--- config.mk ---
export PLATFORM = sky130hd
export DESIGN_NAME = min_max_ctrl
export DESIGN_NICKNAME = d
export VERILOG_FILES = /design/src/rtl/min_max_ctrl.sv
export SDC_FILE = /design/constraint.sdc
export NUM_CORES = 1
export LEC_CHECK = 0
export CORE_MARGIN = 5
export CORE_UTILIZATION = 39
export CTS_CLUSTER_SIZE = 16
export DETAILED_ROUTE_END_ITERATION = 10
export GPL_TIMING_DRIVEN = 0
export PLACE_DENSITY_LB_ADDON = 0.2
export SLEW_MARGIN = 20
export SYNTH_ARGS = -nofsm -noshare
export SYNTH_HDL_FRONTEND = slang
export SYNTH_SLANG_ARGS = --single-unit
--- constraint.sdc ---
create_clock -name clk_i -period 2.79 [get_ports clk_i]
set_input_delay 0.4185 -clock clk_i [delete_from_list [all_inputs] [get_ports clk_i]]
set_output_delay 0.4185 -clock clk_i [all_outputs]
set_load 0.05 [all_outputs]
--- src/rtl/min_max_ctrl.sv ---
// Min/max range controller: button editing of min, max and value,
// auto-sweep of value across the range, and an LED blink oscillator.
module min_max_ctrl #(
  parameter int VALSIZE = 4,
  parameter int OSC_DIV = 4,
  parameter int STEP    = 8
) (
  input  logic               clk_i,
  input  logic               rst_ni,
  input  logic [1:0]         com_sel_i,
  input  logic               sel_i,
  input  logic               inc_i,
  input  logic               dec_i,
  input  logic               sweep_i,
  output logic [1:0]         com_o,
  output logic [VALSIZE-1:0] min_o,
  output logic [VALSIZE-1:0] max_o,
  output logic [VALSIZE-1:0] val_o,
  output logic               osc_o,
  output logic [1:0]         edit_o,
  output logic               sweeping_o
);

  localparam int OW = $clog2(OSC_DIV + 1);
  localparam int SW = $clog2(STEP + 1);
  localparam logic [VALSIZE-1:0] VTOP = '1;
  localparam logic [1:0] E_MIN = 2'b00;
  localparam logic [1:0] E_MAX = 2'b01;
  localparam logic [1:0] E_VAL = 2'b10;

  typedef enum logic {EDIT, SWEEP} state_t;

  state_t        state;
  logic          sel_q, inc_q, dec_q;
  logic [OW-1:0] osc_cnt;
  logic [SW-1:0] step_cnt;

  logic sel_e, up, dn, go;

  assign sel_e = sel_i & ~sel_q;
  assign up    = inc_i & ~inc_q & ~(dec_i & ~dec_q);
  assign dn    = dec_i & ~dec_q & ~(inc_i & ~inc_q);
  assign go    = sweep_i && (com_sel_i == 2'b00);

  always_ff @(posedge clk_i or negedge rst_ni) begin
    if (!rst_ni) begin
      state      <= EDIT;
      com_o      <= 2'b10;
      min_o      <= '0;
      max_o      <= VTOP;
      val_o      <= '0;
      osc_o      <= 1'b0;
      edit_o     <= E_MIN;
      sweeping_o <= 1'b0;
      sel_q      <= 1'b0;
      inc_q      <= 1'b0;
      dec_q      <= 1'b0;
      osc_cnt    <= '0;
      step_cnt   <= '0;
    end else begin
      com_o <= com_sel_i;
      sel_q <= sel_i;
      inc_q <= inc_i;
      dec_q <= dec_i;

      if (osc_cnt == OW'(OSC_DIV - 1)) begin
        osc_cnt <= '0;
        osc_o   <= ~osc_o;
      end else begin
        osc_cnt <= osc_cnt + 1'b1;
      end

      unique case (state)
        EDIT: begin
          if (go) begin
            state      <= SWEEP;
            sweeping_o <= 1'b1;
            val_o      <= min_o;
            step_cnt   <= '0;
          end else if (sel_e) begin
            unique case (edit_o)
              E_MIN:   edit_o <= E_MAX;
              E_MAX:   edit_o <= E_VAL;
              default: edit_o <= E_MIN;
            endcase
          end else begin
            // min never passes max and max never drops below min
            unique case (edit_o)
              E_MIN: begin
                if (up && min_o != max_o)
                  min_o <= min_o + 1'b1;
                else if (dn && min_o != '0)
                  min_o <= min_o - 1'b1;
              end
              E_MAX: begin
                if (up && max_o != VTOP)
                  max_o <= max_o + 1'b1;
                else if (dn && max_o != min_o)
                  max_o <= max_o - 1'b1;
              end
              E_VAL: begin
                if (up && val_o != VTOP)
                  val_o <= val_o + 1'b1;
                else if (dn && val_o != '0)
                  val_o <= val_o - 1'b1;
              end
              default: edit_o <= E_MIN;
            endcase
          end
        end
        SWEEP: begin
          if (!go) begin
            state      <= EDIT;
            sweeping_o <= 1'b0;
          end else if (step_cnt == SW'(STEP - 1)) begin
            step_cnt <= '0;
            val_o    <= (val_o >= max_o) ? min_o : val_o + 1'b1;
          end else begin
            step_cnt <= step_cnt + 1'b1;
          end
        end
        default: state <= EDIT;
      endcase
    end
  end

endmodule
==> impl_metrics.json <==
{
  "outcome": "finished clean",
  "cts_setup_buffers": 0,
  "rsz0062_at_grt": "no",
  "detailedRoute.firstIterationViolations": 99,
  "worst-setup-path-type": "primary input to register",
  "post_syn_area_um2": 1807,
  "synthAdderAreaFrac_pct": 11.91,
  "grt_pass1_vias": 1542,
  "critical_path_cell_count": 10,
  "arrival_ns": 2.77,
  "xor_xnor_cell_area_share_of_the_yosys_netlist_pct": 5.817,
  "largest_net_degree_at_the_start_of_global_routing": 30,
  "period_utilization_post_route_pct": 93.02,
  "chipHeight_um": 78.07,
  "synthDominantAreaCellType": "dfrtp_1",
  "syn_avg_cell_area_um2": 10.21,
  "max_slew.worst_pin.slew_ns": 0.6689,
  "flow.area_growth_from_synthesis_pct": 24.31,
  "row_count": 24,
  "synth.most_common_cell": "dfrtp_1",
  "design.portCount": 26,
  "maxCapViolCount": 0,
  "placed_cell_area_um2": 2117,
  "slowest_stage_delay_on_critical_path_ns": 0.44,
  "cts_buffer_depth": 2,
  "area_fraction_in_compound_gates_after_synthesis_pct": 16.76,
  "synth_simple_gate_area_share_pct": 16.90,
  "final.setup_skew_ns": 0.006923,
  "synth_common_cells": "24 x dfrtp_1, 15 x nand2_1, 14 x ha_1",
  "postSynthCellCount": 177,
  "async_reset_ff_share_pct": 100.0,
  "critical_path_peak_fanout": 6,
  "clock_tree.root_cell": "clkbuf_8",
  "routed-wl-met2_um": 2033,
  "final-hold-violation-count": 0,
  "share_comb_of_total_power_pct": 51.0,
  "synth_top_family_by_area": "simple AND/OR/NAND/NOR gates",
  "dp_hpwl_um": 3168,
  "wl_met1_um": 1761,
  "port_buffers": 25,
  "detail_route.drc_violations": 0,
  "wire_length_of_the_first_global_routing_pass_um": 7396,
  "start_kind": "primary input",
  "floorplan.initialDensity_pct": 40.93,
  "timing.final.setup_violations": 0,
  "switching_share_pct": 45.69,
  "core-area_um2": 4414,
  "power.static_leakage_nw": 0.9497,
  "synthDominantCellAreaShare_pct": 33.24,
  "nets": 233,
  "synth_flop_cell": "dfrtp_1",
  "vias_per_cell": 5.580,
  "dpl_worst_slack_ns": -0.3017,
  "clkLatencyLatePin_ns": 0.28,
  "drtAntennaViolNets": 0,
  "maxClockFrequency_mhz": 385.3,
  "path_delay_family": "compound AO/OA/AOI/OAI gates",
  "fin_area_um2": 2246,
  "power_frac_seq_pct": 30.6,
  "worst-endpoint-required_ns": 2.96,
  "cts.hold.buffers_added": 0,
  "number_of_clock_buffers_inserted_by_tritoncts": 5,
  "topRoutingLayerUsed": "met4",
  "synth.area.top_cells": "dfrtp_1 33%, ha_1 9.7%, dfstp_2 7.3%",
  "detail_route.first_pass.iterations": 4,
  "hold_class": "primary input to asynchronous set/reset pin",
  "cellInternalPower_w": 0.001366,
  "clk_pin_slew_worst_paths_ns": 0.07,
  "antenna_diode_count": 0,
  "final_max_slew_violation_count": 0,
  "reg2reg_depth": 9,
  "worst_ir_drop_vdd_mv": 0.6801,
  "cells_along_the_critical_path": "clkdlybuf4s50_1 -> and2b_1 -> nor2_4 -> nand2_1 -> ha_1 -> a21o_1 -> a21oi_2 -> a21oi_1 -> a211o_1 -> a22o_1",
  "gr-total-overflow": 0,
  "clock_sinks": 29,
  "clock_tree_from_tritoncts": "done",
  "synth_cell_types": 48,
  "fp.dieW_um": 78.07,
  "cts.htree.levels": 2,
  "grt_antenna_before_repair": 0,
  "floorplan.die_area_um2": 6094,
  "yosys_warnings": 0,
  "layout-drive-gt1-share_pct": 13.81,
  "synthesis.nets": 201,
  "holdWs_ns": 0.1628,
  "detail_route.wirelength_um": 4147,
  "synth_enable_flop_cells": 0,
  "muxShareOfSynthArea_pct": 5.263,
  "power_switching_w": 0.001149,
  "p_per_area_nw_per_um2": 1120,
  "post_dr_wirelength_cell_um": 15.83,
  "cp.buffers_inverters": 1,
  "synth-seq-area-share_pct": 40.51,
  "global_route.usage.total_pct": 14.90,
  "yosys_register_bits": 29,
  "endpoint_kind": "register",
  "timing.critical_path.slowest_stage_cell": "clkdlybuf4s50_1",
  "vias": 1462,
  "dr_wl_met3_um": 256,
  "worst_path_setup_slack_after_routing_ns": 0.1948,
  "slew_headroom_pct": 55.40,
  "timing.final.crit_period_ns": 2.595,
  "finalWeightedCongestion": 0.8940,
  "clockPowerShare_pct": 18.4
}
-- cell usage in the layout, fill, tap and decap left out, types with 3 or more instances in the layout --
cell | netlist | layout
nor3_1 | 4 | 4
xor2_1 | 4 | 4
nand2b_1 | 5 | 5
o21ai_0 | 8 | 8
xnor2_1 | 8 | 8
dfrtp_1 | 24 | 24
nand3_1 | 7 | 7
clkbuf_8 | 0 | 6
inv_1 | 10 | 10
a21oi_1 | 8 | 7
a211o_1 | 3 | 3
clkdlybuf4s50_1 | 0 | 24
dfstp_2 | 5 | 5
a22o_1 | 3 | 3
mux2i_1 | 5 | 5
ha_1 | 14 | 14
mux2_2 | 4 | 4
buf_2 | 2 | 3
nor2_1 | 9 | 9
nand2_1 | 15 | 15
-- power groups by stage --
stage               Combinational, W  Sequential (W)  Clock, W
CTS                          0.00128        0.000772  0.000475
global placement             0.00123        0.000763         0
global route                 0.00138        0.000802  0.000489
floorplan                   0.000575         0.00107         0
detailed placement           0.00128        0.000779         0
finish                       0.00128        0.000770  0.000462
-- routing by layer --
layer / GRT usage (%) / vias to the layer above
met5: 0 / -
met4: 7.264 / 0
met3: 4.233 / 10
met2: 23.51 / 50
met1: 18.69 / 706
li1: - / 696
-- cells by family after synthesis --
kind of cell	count (synthesis)
and+or+nand+nor	57
xor gates and xnor gates	12
adders and majority gates	16
muxes	9
DFF	29
AOI/OAI and AO/OA	41
buffers and inverters	13
-- final timing paths --
kind                       startpoint          end  slack (ns)
max in group asynchronous      rst_ni    edit_o[1]        2.19
min reg2reg                osc_cnt[0]   osc_cnt[0]        0.45
max                             dec_i     min_o[3]        0.19
max reg2reg                  max_o[0]     min_o[3]        0.31
min                            rst_ni  step_cnt[0]        0.16
min in group clk_i         osc_cnt[0]   osc_cnt[0]        0.45
-- repair_timing --
item / 4_1_cts / 5_1_grt
resized for setup: 1 / 1
setup endpoints to repair: 1 / 1
pin swaps: 0 / 0
cloned: 0 / 0
-- state kept, by name (all words and copies together), names as in the netlist --
| register | cells |
|---|---|
| edit_o | 2 |
| min_o | 4 |
| sel_q | 1 |
| inc_q | 1 |
| osc_o | 1 |
| osc_cnt | 3 |
| max_o | 4 |
| state | 1 |
| val_o | 4 |
| com_o | 2 |
| sweeping_o | 1 |
| step_cnt | 4 |
| dec_q | 1 |
-- final cells by class --
class                      count  area (um2)
timing repair buffer          25       245.2
clock buffer                   6       82.58
tap                           52       65.06
inverter                      10       37.54
clock inverter                 2       37.54
sequential                    29       732.0
fill                         416        2168
multi-input combinational    135        1032
buffer                         3       13.76
-- metrics by stage --
step           instances  TNS [ns]  utilization (%)  total power (W)
6_report             262         0            50.88         0.002515
5_1_grt              262         0            50.88         0.002675
2_1_floorplan        177         0                -         0.001649
3_3_place_gp         254   -0.1621            48.07         0.001989
4_1_cts              262         0            50.79         0.002531
3_5_place_dp         254   -0.3017            47.96         0.002055
(Power assumes the default switching activity.)
